## src/rtl/ctrl_pkg.sv

```systemverilog
// ctrl_pkg
//   Shared definitions for the MIPS control unit: opcode/funct encodings,
//   ALU operation classes, ALU control codes, and the layout of the control
//   word carried through the E/M/W stage registers.
//   Optional feature macro: CTRL_JAL_EN (jal decode and link_* taps).
package ctrl_pkg;

  // Primary opcodes (instr[31:26])
  localparam logic [5:0] OP_RTYPE = 6'b000000;
  localparam logic [5:0] OP_LW    = 6'b100011;
  localparam logic [5:0] OP_SW    = 6'b101011;
  localparam logic [5:0] OP_BEQ   = 6'b000100;
  localparam logic [5:0] OP_ADDI  = 6'b001000;
  localparam logic [5:0] OP_J     = 6'b000010;
  localparam logic [5:0] OP_JAL   = 6'b000011;

  // R-type funct codes (instr[5:0])
  localparam logic [5:0] FN_ADD = 6'b100000;
  localparam logic [5:0] FN_SUB = 6'b100010;
  localparam logic [5:0] FN_AND = 6'b100100;
  localparam logic [5:0] FN_OR  = 6'b100101;
  localparam logic [5:0] FN_SLT = 6'b101010;

  // ALU operation class produced by the main decoder
  typedef enum logic [1:0] {
    ALUOP_ADD   = 2'b00,
    ALUOP_SUB   = 2'b01,
    ALUOP_FUNCT = 2'b10
  } aluop_t;

  // 3-bit ALU control codes
  localparam logic [2:0] ALUC_AND = 3'b000;
  localparam logic [2:0] ALUC_OR  = 3'b001;
  localparam logic [2:0] ALUC_ADD = 3'b010;
  localparam logic [2:0] ALUC_SUB = 3'b110;
  localparam logic [2:0] ALUC_SLT = 3'b111;

  // Control word layout. The link bit is always present in the word; it
  // simply stays zero when jal support is not built in.
  localparam int CW_REGWRITE = 0;
  localparam int CW_REGDST   = 1;
  localparam int CW_ALUSRC   = 2;
  localparam int CW_MEMTOREG = 3;
  localparam int CW_MEMEN    = 4;
  localparam int CW_MEMWRITE = 5;
  localparam int CW_BRANCH   = 6;
  localparam int CW_LINK     = 7;
  localparam int CW_ALUC_LSB = 8;
  localparam int CW_W        = 11;

  typedef logic [CW_W-1:0] cw_t;

  localparam cw_t BUBBLE = '0;

endpackage

```

## src/rtl/ctrl_decode.sv

```systemverilog
// ctrl_decode
//   Pure combinational main + ALU decoder.
//   Ports:
//     instr   in   32      instruction word
//     cw      out  CW_W    control word (all zero for an illegal instruction)
//     jump    out  1       j (and jal when CTRL_JAL_EN is defined)
//     illegal out  1       unknown opcode, or unknown funct for R-type
//   Macro CTRL_JAL_EN: when defined, opcode 000011 decodes as jal.
module ctrl_decode
  import ctrl_pkg::*;
(
  input  logic [31:0] instr,
  output cw_t         cw,
  output logic        jump,
  output logic        illegal
);

  logic [5:0] op;
  logic [5:0] funct;
  aluop_t     aluop;
  logic [2:0] aluc;
  cw_t        cw_raw;
  logic       jump_raw;
  logic       op_bad;
  logic       funct_bad;

  assign op    = instr[31:26];
  assign funct = instr[5:0];

  // Main decoder
  always_comb begin
    cw_raw   = BUBBLE;
    jump_raw = 1'b0;
    op_bad   = 1'b0;
    aluop    = ALUOP_ADD;
    case (op)
      OP_RTYPE: begin
        cw_raw[CW_REGWRITE] = 1'b1;
        cw_raw[CW_REGDST]   = 1'b1;
        aluop               = ALUOP_FUNCT;
      end
      OP_LW: begin
        cw_raw[CW_REGWRITE] = 1'b1;
        cw_raw[CW_ALUSRC]   = 1'b1;
        cw_raw[CW_MEMTOREG] = 1'b1;
        cw_raw[CW_MEMEN]    = 1'b1;
      end
      OP_SW: begin
        cw_raw[CW_ALUSRC]   = 1'b1;
        cw_raw[CW_MEMWRITE] = 1'b1;
        cw_raw[CW_MEMEN]    = 1'b1;
      end
      OP_BEQ: begin
        cw_raw[CW_BRANCH] = 1'b1;
        aluop             = ALUOP_SUB;
      end
      OP_ADDI: begin
        cw_raw[CW_REGWRITE] = 1'b1;
        cw_raw[CW_ALUSRC]   = 1'b1;
      end
      OP_J: jump_raw = 1'b1;
`ifdef CTRL_JAL_EN
      OP_JAL: begin
        jump_raw            = 1'b1;
        cw_raw[CW_REGWRITE] = 1'b1;
        cw_raw[CW_LINK]     = 1'b1;
      end
`endif
      default: op_bad = 1'b1;
    endcase
  end

  // ALU decoder
  always_comb begin
    aluc      = ALUC_ADD;
    funct_bad = 1'b0;
    case (aluop)
      ALUOP_ADD: aluc = ALUC_ADD;
      ALUOP_SUB: aluc = ALUC_SUB;
      ALUOP_FUNCT: begin
        case (funct)
          FN_ADD:  aluc = ALUC_ADD;
          FN_SUB:  aluc = ALUC_SUB;
          FN_AND:  aluc = ALUC_AND;
          FN_OR:   aluc = ALUC_OR;
          FN_SLT:  aluc = ALUC_SLT;
          default: begin
            aluc      = ALUC_AND;
            funct_bad = 1'b1;
          end
        endcase
      end
      default: aluc = ALUC_ADD;
    endcase
  end

  // An illegal instruction yields the all-zero control word so it can never
  // cause a side effect, whether or not it is later turned into a bubble.
  always_comb begin
    illegal = op_bad | funct_bad;
    cw      = cw_raw;
    cw[CW_ALUC_LSB +: 3] = aluc;
    jump    = jump_raw;
    if (illegal) begin
      cw   = BUBBLE;
      jump = 1'b0;
    end
  end

endmodule

```

## src/rtl/ctrl_pipe_unit.sv

```systemverilog
// ctrl_pipe_unit
//   MIPS control unit with a stage-tracked control pipeline. Decodes instr_d
//   in D and carries the control word through E, M and W registers, each
//   with its own valid bit and stall/flush handling.
//   Ports:
//     clka, rst (sync, active low)
//     instr_d                      decode-stage instruction
//     stall_e, flush_e             E hold / bubble
//     stall_m, flush_m             M hold (also holds E) / bubble
//     flush_w                      W bubble
//     jump_d, illegal_d            combinational D decode
//     valid_e/m/w                  stage holds a real instruction
//     regdst_e, alusrc_e, regwrite_e, memtoreg_e, alucontrol_e
//     branch_m, memwrite_m, memen_m, regwrite_m, memtoreg_m
//     regwrite_w, memtoreg_w
//     link_e/m/w                   only when CTRL_JAL_EN is defined
//   Parameters: ALUC_W (alucontrol width, >=3), ILLEGAL_BUBBLE.
//   Macro CTRL_JAL_EN: enables jal decode and the link_* taps.
module ctrl_pipe_unit
  import ctrl_pkg::*;
#(
  parameter int ALUC_W         = 3,
  parameter bit ILLEGAL_BUBBLE = 1'b1
) (
  input  logic              clka,
  input  logic              rst,
  input  logic [31:0]       instr_d,
  input  logic              stall_e,
  input  logic              flush_e,
  input  logic              stall_m,
  input  logic              flush_m,
  input  logic              flush_w,
  output logic              jump_d,
  output logic              illegal_d,
  output logic              valid_e,
  output logic              valid_m,
  output logic              valid_w,
  output logic              regdst_e,
  output logic              alusrc_e,
  output logic              regwrite_e,
  output logic              memtoreg_e,
  output logic [ALUC_W-1:0] alucontrol_e,
  output logic              branch_m,
  output logic              memwrite_m,
  output logic              memen_m,
  output logic              regwrite_m,
  output logic              memtoreg_m,
  output logic              regwrite_w,
  output logic              memtoreg_w
`ifdef CTRL_JAL_EN
  ,
  output logic              link_e,
  output logic              link_m,
  output logic              link_w
`endif
);

  cw_t  cw_d;
  cw_t  cw_d_entry;
  logic valid_d_entry;

  cw_t  cw_e_reg, cw_m_reg, cw_w_reg;
  logic valid_e_reg, valid_m_reg, valid_w_reg;

  ctrl_decode u_decode (
    .instr   (instr_d),
    .cw      (cw_d),
    .jump    (jump_d),
    .illegal (illegal_d)
  );

  // What E would load from D this cycle.
  always_comb begin
    cw_d_entry    = cw_d;
    valid_d_entry = 1'b1;
    if (illegal_d && ILLEGAL_BUBBLE) begin
      cw_d_entry    = BUBBLE;
      valid_d_entry = 1'b0;
    end
  end

  // E stage: a stall in M must also freeze E so nothing is overwritten.
  always_ff @(posedge clka) begin
    if (!rst) begin
      cw_e_reg    <= BUBBLE;
      valid_e_reg <= 1'b0;
    end else if (flush_e) begin
      cw_e_reg    <= BUBBLE;
      valid_e_reg <= 1'b0;
    end else if (!(stall_e || stall_m)) begin
      cw_e_reg    <= cw_d_entry;
      valid_e_reg <= valid_d_entry;
    end
  end

  // M stage: when only E is stalled, M drains and takes a bubble.
  always_ff @(posedge clka) begin
    if (!rst) begin
      cw_m_reg    <= BUBBLE;
      valid_m_reg <= 1'b0;
    end else if (flush_m) begin
      cw_m_reg    <= BUBBLE;
      valid_m_reg <= 1'b0;
    end else if (stall_m) begin
      cw_m_reg    <= cw_m_reg;
      valid_m_reg <= valid_m_reg;
    end else if (stall_e) begin
      cw_m_reg    <= BUBBLE;
      valid_m_reg <= 1'b0;
    end else begin
      cw_m_reg    <= cw_e_reg;
      valid_m_reg <= valid_e_reg;
    end
  end

  // W stage never holds; a stalled M feeds it a bubble.
  always_ff @(posedge clka) begin
    if (!rst) begin
      cw_w_reg    <= BUBBLE;
      valid_w_reg <= 1'b0;
    end else if (flush_w || stall_m) begin
      cw_w_reg    <= BUBBLE;
      valid_w_reg <= 1'b0;
    end else begin
      cw_w_reg    <= cw_m_reg;
      valid_w_reg <= valid_m_reg;
    end
  end

  assign valid_e = valid_e_reg;
  assign valid_m = valid_m_reg;
  assign valid_w = valid_w_reg;

  assign regdst_e   = cw_e_reg[CW_REGDST];
  assign alusrc_e   = cw_e_reg[CW_ALUSRC];
  assign regwrite_e = cw_e_reg[CW_REGWRITE] & valid_e_reg;
  assign memtoreg_e = cw_e_reg[CW_MEMTOREG];

  // Zero-extend the 3-bit code to the configured width.
  always_comb begin
    alucontrol_e      = '0;
    alucontrol_e[2:0] = cw_e_reg[CW_ALUC_LSB +: 3];
  end

  // Side-effect controls are qualified by valid so a non-real slot is inert.
  assign branch_m   = cw_m_reg[CW_BRANCH] & valid_m_reg;
  assign memwrite_m = cw_m_reg[CW_MEMWRITE] & valid_m_reg;
  assign memen_m    = cw_m_reg[CW_MEMEN] & valid_m_reg;
  assign regwrite_m = cw_m_reg[CW_REGWRITE] & valid_m_reg;
  assign memtoreg_m = cw_m_reg[CW_MEMTOREG];

  assign regwrite_w = cw_w_reg[CW_REGWRITE] & valid_w_reg;
  assign memtoreg_w = cw_w_reg[CW_MEMTOREG];

`ifdef CTRL_JAL_EN
  assign link_e = cw_e_reg[CW_LINK] & valid_e_reg;
  assign link_m = cw_m_reg[CW_LINK] & valid_m_reg;
  assign link_w = cw_w_reg[CW_LINK] & valid_w_reg;
`endif

endmodule

```

## config.mk

```make
export PLATFORM = sky130hd
export DESIGN_NAME = ctrl_pipe_unit
export DESIGN_NICKNAME = d
export VERILOG_FILES = /design/src/rtl/ctrl_pkg.sv /design/src/rtl/ctrl_decode.sv /design/src/rtl/ctrl_pipe_unit.sv
export SDC_FILE = /design/constraint.sdc
export NUM_CORES = 1
export LEC_CHECK = 0
export CAP_MARGIN = 20
export CORE_UTILIZATION = 30
export DETAILED_ROUTE_END_ITERATION = 10
export GPL_ROUTABILITY_DRIVEN = 0
export PLACE_DENSITY = 0.72
export SYNTH_ARGS = -nofsm -noshare
export SYNTH_HDL_FRONTEND = slang
export SYNTH_SLANG_ARGS = --single-unit
```

## constraint.sdc

```tcl
create_clock -name clka -period 3.4 [get_ports clka]
set_input_delay 0.34 -clock clka [delete_from_list [all_inputs] [get_ports clka]]
set_output_delay 0.34 -clock clka [all_outputs]
set_load 0.02 [all_outputs]
```

=== Word-level counts from Yosys, hierarchy flattened ===
Cells that the tools add are included.

* Input bits: 39
* ROM bits: 0
* Output and inout bits: 19
* Bits in latches: 0
* Memories kept: 0
* Logic and storage cells: 56
* Flip-flop bits (word level): 25
* Memory bits (writable): 0

* Mux-type cells: 19
* Equal/unequal tests: 12
* Shifts and indexed selects: 0
* Order comparisons: 0
* Divide/modulo/power cells: 0
* Reduce and logical (&&, ||, !) cells: 11
* Add/sub/neg operators: 0
* Bitwise gates (word level): 8
* Multipliers: 0

{| class="wikitable"
|+ Operator list
! cell !! number
|-
| $eq 6x6->1 const B || 7
|-
| $mux 1 || 14
|-
| $pmux 3 s4 || 1
|-
| $mux 11 || 1
|-
| $reduce_or 2->1 || 4
|-
| $mux 7 || 1
|-
| $and 1x1->1 || 6
|-
| $eq 6x2->1 const B || 1
|-
| $eq 6x3->1 const B || 1
|-
| $eq 6x4->1 const B || 1
|-
| $logic_not 6->1 || 1
|-
| $pmux 3 s2 || 1
|-
| $reduce_or 3->1 || 2
|-
| $reduce_or 6->1 || 1
|-
| $reduce_or 5->1 || 1
|-
| $pmux 2 s2 || 1
|-
| $eq 2x1->1 const B || 1
|-
| $eq 2x2->1 const B || 1
|-
| $logic_or 1x1->1 || 2
|-
| $not 1->1 || 1
|-
| $or 1x1->1 || 1
|}

=== Longest topological paths before layout ===
Gate-level depths: netlist (run 1).

* Word-level depth: 6
* Depth in mapped cells: 9
* Gate-level depth less buffers: 9

=== By module ===
A second synthesis (run 1) with hierarchy kept.

* Cells, all modules: 143
* Area total of the unflattened synthesis: 1,192.4 um2

{| class="wikitable"
|+ Modules (own cells, without submodules)
! module !! area an instance (um2) !! instances !! cells an instance
|-
| ctrl_pipe_unit || 858.3 || 1 || 93
|-
| ctrl_decode || 334.1 || 1 || 50
|}

=== Worst setup path after synthesis (run 1) ===
Ideal clock, no wire load.

* Path type: input -> output
* Start point: input instr_d[26]
* End point: output illegal_d
* Arrival: 1.647 ns
* Required time: 3.060 ns
* Path slack: 1.413 ns
* Stages on the path: 8
* Cell sequence: or2_1 > nor3_1 > nand3_1 > ha_1 > inv_1 > a41o_1 > nand2_1 > or2_1

* Longest elaborated chain between the ends: 5
* Elaborated cells between the ends (all ways): 12
* Classes of those cells: 6 x eq/ne; 3 x mux; 1 x bitwise; 2 x reduce/logical

{| class="wikitable"
|+ RTL lines
! what !! line !! source
|-
| start, declared || ctrl_pipe_unit.sv:27 || <nowiki>input logic [31:0] instr_d,</nowiki>
|-
| $eq 6x3->1 or $logic_not 6->1 (tied branches) || ctrl_decode.sv:36 || <nowiki>case (op)</nowiki>
|-
| $pmux 2 s2 || ctrl_decode.sv:36 ||
|-
| $eq 2x2->1 || ctrl_decode.sv:77 || <nowiki>case (aluop)</nowiki>
|-
| $mux 1 || ctrl_decode.sv:77 ||
|-
| $or 1x1->1 * || ctrl_decode.sv:100 || <nowiki>illegal = op_bad | funct_bad;</nowiki>
|-
| end, declared || ctrl_pipe_unit.sv:34 || <nowiki>output logic illegal_d,</nowiki>
|}

Every way passes the cells marked *; elsewhere a longest branch is shown, timed or not.

=== Final worst setup path (run 1) ===
Same ends and word-level chain as after synthesis.

==> results of run 1 <==
## final timing paths
kind                                   from          end  slack [ps]  depth (start not counted)
worst max-delay path            instr_d[26]    illegal_d         230                         10
worst min-delay path            cw_e_reg[8]  cw_e_reg[8]         450                          2
worst max register to register  cw_e_reg[3]  cw_m_reg[3]        2590                          3
worst min register to register  cw_e_reg[8]  cw_e_reg[8]         450                          2
## layer usage
metal  share of wire  up-vias
li1                -      483
met1            0.49      424
met2            0.47       19
met3           0.042        2
met4          0.0036        0
met5               0        -
## synth_stat cells, types with 3 or more instances
cell,number
nand3_1,3
nand2_1,14
a21oi_1,7
nor2_1,11
dfxtp_1,20
and2_1,9
inv_1,5
o21ai_1,5
nor3_1,3
nor3b_1,8
buf_4,3
## layout make-up
class	instances	area share
inverter	5	0.0130
clock inverter	1	0.0207
tap	44	0.0380
timing repair buffer	38	0.261
sequential	20	0.277
multi-input combinational	87	0.375
clock buffer	3	0.0156
## cells by family after synthesis
| kind of cell | synth area share |
|---|---|
| simple gates | 0.334 |
| compound gates | 0.160 |
| flops | 0.397 |
| buf+inv | 0.0645 |
| fa+ha+maj | 0.0347 |
| mux | 0.00993 |
## tightest hold or removal path, cell delays in order (launching register included)
cell	delay, ps
dfxtp_1	330
nand2_1	50
o21ai_1	50
## power breakdown
group	total, mW	switching (mW)	internal (mW)
logic	0.0541	0.0258	0.0283
registers	0.235	0.000204	0.235
clock network	0.194	0.0744	0.119
## through the flow
step | setup WS [ps] | hold WS (ps) | power, mW
2_1_floorplan | 1410 | 418 | 0.262
3_3_place_gp | 311 | 435 | 0.292
3_5_place_dp | 262 | 437 | 0.294
4_1_cts | 252 | 454 | 0.487
5_1_grt | 85.7 | 471 | 0.502
6_report | 230 | 450 | 0.482
==> results_dict.tcl, run 1 <==
set metrics [dict create \
    status "complete, no violations" \
    drc 0 \
    dp_hpwl_um 1760 \
    avgViaCountPerCell 4.69 \
    grt_usage 0.130 \
    worstPathCellList "clkdlybuf4s50_1 -> or2_1 -> nor3_1 -> nand3_1 -> ha_1 -> inv_1 -> a41o_1 -> nand2_1 -> or2_1 -> clkdlybuf4s50_1" \
    use_met3 0.0455 \
    met1_usage 0.159 \
    hold_viol 0 \
    cts_max_level 1 \
    yosys-top-cells-area "dfxtp_1 (40%), nor3b_1 (6.0%), and2_1 (5.6%)" \
    crit_path_start_kind "input port" \
    first_global_vias 823 \
    synth_top_flop_cell "dfxtp_1" \
    avgRoutedWirePerCell_um 11.1 \
    maxCapViolations 0 \
    clock_latency_ps 300 \
    largest_reg_flops 10 \
    top_usage_layer "met2" \
    drv_slew 0 \
    drive_above_1_share 0.0714 \
    finalNonFillerCells 198 \
    worstHoldPathType "reg2reg" \
    synth_fp_nets 160 \
    critPathMaxStageDelay_ps 530 \
    synthArstFlopShare 0 \
    ys_seq_elements 20 \
    rows 20 \
    yosys_warnings 0 \
    die_area_mm2 0.00360 \
    finalWorstPathRequiredPeriod_ps 3170 \
    power.density_mw_per_mm2 333 \
    pin_count 58 \
    relSlewSlack 0.680 \
    num_antenna_cells 0 \
    ir_drop_mv 0.331 \
    drt_iter0_drc 37 \
    drtPass1Iterations 4 \
    clk_pin_slew_worst_paths_ps 120 \
    fill_cells 316 \
    ant_nets 0 \
    fin_area_mm2 0.00145 \
    root_buffer "clkbuf_4" \
    multi_input_area_um2 543 \
    numPlacedInstances 194 \
    postCtsSetupBuffers 0 \
    synth_top_area_frac 0.397 \
    vias 928 \
    postCtsHoldBufs 0 \
    antenna_found_initial 0 \
    grt_use_met2 0.222 \
    nNetsFinal 196 \
    min_period_over_period 0.932 \
    critPathKind "in2out" \
    postCtsResizedCells 0 \
    cts_tree "done" \
    tns_ps 0 \
    yosysUniqueCellTypes 35 \
    initial_core_util 0.322 \
    fmaxAchievable_mhz 315 \
    die_w_um 60.0 \
    end_kind "primary output" \
    synthCells 119 \
    finalClockSkew_ps 9.35 \
    port_buffers 37 \
    synth.cell_area_mm2 0.00101 \
    core_region_area_mm2 0.00313 \
    cp.required_ps 3060 \
    p_leak_nw 0.518 \
    synth_edf_count 0 \
    yosysSeqAreaShare 0.397 \
    grt_overflow 0 \
    grt_first_pass_wirelength_um 3510 \
    crit_buf_inv 3 \
    crit_path_max_fanout 5 \
    final_cell_mix "clkdlybuf4s50_1 (37), dfxtp_1 (20), nand2_1 (14)" \
    crit_family "buffers and inverters" \
    syn_area_per_cell_um2 8.47 \
    final_common_cell "clkdlybuf4s50_1" \
    setup_violations 0 \
    synth_largest_area_cell "dfxtp_1" \
    worst_slew_pin_slew_ps 479 \
    numClockSinks 20 \
    cts_buffers 3 \
    rsz0062_at_grt "no" \
    clockBufferDepth 2 \
    fin_util 0.463 \
    grt_max_degree 16 \
    chipHeight_um 60.0 \
    drt_wl_total_um 2200 \
    critPathArrivalTime_ps 2830 \
    cp_slowest_cell "clkdlybuf4s50_1" \
    seq_area_um2 400 \
    dpl-instance-area_mm2 0.00140 \
    syn2layout_area_growth_pct 43.5 \
]
No activity file was read; power rests on OpenSTA's default activity.
==> run 2, diff against run 1 <==
CTS_BUF_LIST = sky130_fd_sc_hd__clkbuf_8   (was not set)
PLACE_DENSITY = not set   (was 0.72)
PLACE_DENSITY_LB_ADDON = 0.15   (was not set)
==> run 2 against run 1 <==
Cell area down 0.78%. Largest cell class unchanged. Routed wire length up 1.0%. Worst setup slack better by 47 ps. Largest power group unchanged. Sequential share of layout area up 0.22 points. Critical endpoint unchanged. First-iteration DRC count down 54%. Flip-flop and latch count unchanged.
==> results_dict.tcl, run 2 (synthesis gave the netlist of run 1 again) <==
set metrics [dict create \
    status "complete, no violations" \
    total_power_mw 0.437 \
    finalNonFillerCells 197 \
    multi_input_area_um2 543 \
    worstPathCellList "clkdlybuf4s50_1 -> or2_1 -> nor3_1 -> nand3_1 -> ha_1 -> inv_1 -> a41o_1 -> nand2_1 -> or2_1 -> clkdlybuf4s50_1" \
    fmaxAchievable_mhz 320 \
    cts_max_level 1 \
    finalClockSkew_ps 0.878 \
    drv_slew 0 \
    tns_ps 0 \
    grt_first_pass_wirelength_um 3550 \
    ir_drop_mv 0.243 \
    first_global_vias 856 \
    postCtsSetupBuffers 0 \
    end_kind "primary output" \
    vias 940 \
    cp_slowest_cell "clkdlybuf4s50_1" \
    root_buffer "clkbuf_8" \
    dp_hpwl_um 1760 \
    clockBufferDepth 2 \
    avgRoutedWirePerCell_um 11.3 \
    maxCapViolations 0 \
    use_met3 0.0498 \
    worst_slew_pin_slew_ps 504 \
    clk_pin_slew_worst_paths_ps 70 \
    fill_cells 334 \
    postCtsResizedCells 0 \
    numClockSinks 20 \
    port_buffers 37 \
    grt_max_degree 16 \
    relSlewSlack 0.663 \
    avgViaCountPerCell 4.77 \
    drtPass1Iterations 4 \
    core_region_area_mm2 0.00313 \
    rows 20 \
    power.density_mw_per_mm2 304 \
    setup_violations 0 \
    largest_reg_flops 10 \
    syn2layout_area_growth_pct 42.4 \
    critPathKind "in2out" \
    crit_family "buffers and inverters" \
    drt_iter0_drc 17 \
    min_period_over_period 0.918 \
    rsz0062_at_grt "no" \
    crit_path_max_fanout 5 \
    die_w_um 60.0 \
    worstHoldPathType "reg2reg" \
    crit_buf_inv 3 \
    cts_buffers 3 \
    final_cell_mix "clkdlybuf4s50_1 (37), dfxtp_1 (20), nand2_1 (14)" \
    clock_latency_ps 250 \
    pin_count 58 \
    drt_wl_total_um 2220 \
    drc 0 \
    chipHeight_um 60.0 \
    finalWorstPathRequiredPeriod_ps 3120 \
    timing.final.ws_setup_ps 277 \
    grt_overflow 0 \
    nNetsFinal 196 \
    seq_area_um2 400 \
    die_area_mm2 0.00360 \
    final_common_cell "clkdlybuf4s50_1" \
    drive_above_1_share 0.0654 \
    hold_viol 0 \
    numPlacedInstances 194 \
    critPathArrivalTime_ps 2780 \
    met1_usage 0.155 \
    fin_util 0.459 \
    grt_usage 0.131 \
    postCtsHoldBufs 0 \
    p_leak_nw 0.512 \
    antenna_found_initial 0 \
    cp.required_ps 3060 \
    crit_path_start_kind "input port" \
    grt_use_met2 0.222 \
    top_usage_layer "met2" \
    num_antenna_cells 0 \
    ant_nets 0 \
    cts_tree "done" \
    critPathMaxStageDelay_ps 530 \
    initial_core_util 0.322 \
    place_ws_ps 272 \
]
==> run 2: cell types whose count changed in the layout (fill, tap and decap cells not counted), sizes merged <==
| cell | change |
|---|---|
| bufinv | -1 |
==> run 2: power breakdown <==
part           internal (mW)  switching (mW)  leakage, nW
clock network         0.0787          0.0693       0.0216
registers              0.235        0.000206        0.161
logic                 0.0283          0.0260        0.329
total                  0.341          0.0955        0.512
==> run 2: final cells by class <==
type / instances / area share
Sequential cell: 20 / 0.279
Multi-Input combinational cell: 87 / 0.378
Inverter: 5 / 0.0131
Timing Repair Buffer: 38 / 0.263
Clock buffer: 3 / 0.0287
Tap cell: 44 / 0.0383
==> run 2: worst min-delay path, cell delays in order, from the launching register on <==
cell     delay, ps
dfxtp_1        310
nand2_1         50
o21ai_1         50
==> run 2: through the flow <==
step	cell area [um^2]	hold WS, ps
after floorplan	1010	418
after global placement	1400	436
after detailed placement	1400	441
after CTS	1440	450
after global routing	1440	463
final	1440	446
==> run 2: layer usage <==
layer  up-vias  wire length (um)
li1        479                 -
met1       438              1060
met2        23              1050
met3         0               108
met4         0                 0
met5         -                 0
==> run 2: final timing paths <==
| check | from | endpoint | slack [ps] | depth (start not counted) |
|---|---|---|---|---|
| max | instr_d[26] | illegal_d | 280 | 10 |
| min reg2reg | cw_e_reg[4] | cw_e_reg[4] | 450 | 2 |
| min | cw_e_reg[4] | cw_e_reg[4] | 450 | 2 |
| max reg2reg | valid_e | valid_m | 2580 | 3 |
==> run 3, diff against run 2 <==
CORE_ASPECT_RATIO = 1.5   (was not set)
CTS_CLUSTER_DIAMETER = 100   (was not set)
==> run 3 against run 2 <==
Utilization fell by 0.12 points. Clock power rose by 58%. Count of clock-buffer cells in the layout did not move. Cell area rose by 1.7%. Critical path type unchanged. Largest cell class unchanged.
==> results_dict.tcl, run 3 (synthesis gave the netlist of run 1 again) <==
set metrics [dict create \
    worstHoldPathType "reg2reg" \
    die_w_um 49.3 \
    min_period_over_period 0.919 \
    drtPass1Iterations 4 \
    crit_path_max_fanout 5 \
    postCtsHoldBufs 0 \
    fin_area_mm2 0.00146 \
    largest_reg_flops 10 \
    setup_violations 0 \
    ant_nets 0 \
    rsz0062_at_grt "no" \
    cts_tree "done" \
    drv_slew 0 \
    antenna_found_initial 0 \
    fmaxAchievable_mhz 320 \
    clockBufferDepth 2 \
    avgViaCountPerCell 4.79 \
    first_global_vias 891 \
    dpl-instance-area_mm2 0.00139 \
    ir_drop_mv 0.291 \
    postCtsSetupBuffers 0 \
    grt_overflow 0 \
    pin_count 58 \
    drive_above_1_share 0.0714 \
    final_common_cell "clkdlybuf4s50_1" \
    worst_slew_pin_slew_ps 505 \
    initial_core_util 0.316 \
    final_cell_mix "clkdlybuf4s50_1 (37), dfxtp_1 (20), nand2_1 (14)" \
    num_antenna_cells 0 \
    dp_hpwl_um 1700 \
    relSlewSlack 0.662 \
    power.density_mw_per_mm2 357 \
    end_kind "primary output" \
    crit_path_start_kind "input port" \
    status "complete, no violations" \
    drc 0 \
    drt_wl_total_um 2140 \
    critPathArrivalTime_ps 2790 \
    chipHeight_um 73.0 \
    critPathKind "in2out" \
    clk_pin_slew_worst_paths_ps 70 \
    clock_latency_ps 260 \
    syn2layout_area_growth_pct 44.9 \
    hold_viol 0 \
    avgRoutedWirePerCell_um 11.0 \
    finalClockSkew_ps 3.31 \
    finalWorstPathRequiredPeriod_ps 3130 \
    p_leak_nw 0.526 \
    drt_iter0_drc 12 \
    grt_first_pass_wirelength_um 3640 \
    maxCapViolations 0 \
    tns_ps 0 \
    grt_usage 0.131 \
    vias 930 \
    root_buffer "clkbuf_8" \
    port_buffers 37 \
    grt_max_degree 16 \
    numPlacedInstances 190 \
    nNetsFinal 196 \
    cts_max_level 1 \
    finalNonFillerCells 194 \
    die_area_mm2 0.00360 \
    cp.required_ps 3060 \
    total_power_mw 0.522 \
    numClockSinks 20 \
    cts_buffers 3 \
    postCtsResizedCells 0 \
    core_region_area_mm2 0.00319 \
    rows 25 \
]
-- run 3: cell count changes in the layout (fill, tap and decap cells not counted) --
cell	previous run	this run
bufinv_16	0	1
-- run 3: final cells by class --
type,instances,area [um^2]
repair buffers,38,378
clock buffers,3,41.3
inverters,5,18.8
fillers,339,1730
multi-input cells,87,543
clock inverters,1,30.0
well taps,40,50.0
flip-flops and latches,20,400
-- run 3: report_power, final --
| group | switching, mW | leakage, nW | internal, mW |
|---|---|---|---|
| clock network | 0.0767 | 0.0357 | 0.157 |
| registers | 0.000200 | 0.161 | 0.234 |
| logic | 0.0255 | 0.329 | 0.0283 |
| total | 0.102 | 0.526 | 0.420 |
-- run 3: metal layers --
metal,vias up,part of all wire,GRT usage
met5,-,0,0
met4,0,0.019,0.0588
met3,5,0.054,0.0313
met2,31,0.51,0.247
met1,408,0.41,0.136
li1,486,-,-
-- run 3: stage by stage --
stage	hold WS (ps)	setup slack (ps)	util
floorplan	418	1410	-
global placement	436	289	0.436
detailed placement	432	267	0.436
CTS	457	251	0.458
global route	474	106	0.458
finish	452	274	0.458
-- run 3: worst max-delay path, stage by stage --
cell and delay [ps]:
clkdlybuf4s50_1 470, or2_1 270, nor3_1 190, nand3_1 170, ha_1 240, inv_1 50, a41o_1 170, nand2_1 110
or2_1 240, clkdlybuf4s50_1 540
-- run 3: path summary, 6_finish.rpt --
| check | cells past startpoint | startpoint | slack, ps | endpoint |
|---|---|---|---|---|
| worst min-delay path | 2 | cw_e_reg[5] | 450 | cw_e_reg[5] |
| worst max register to register | 3 | valid_e | 2620 | valid_m |
| worst min register to register | 2 | cw_e_reg[5] | 450 | cw_e_reg[5] |
| worst max-delay path | 10 | instr_d[26] | 270 | illegal_d |
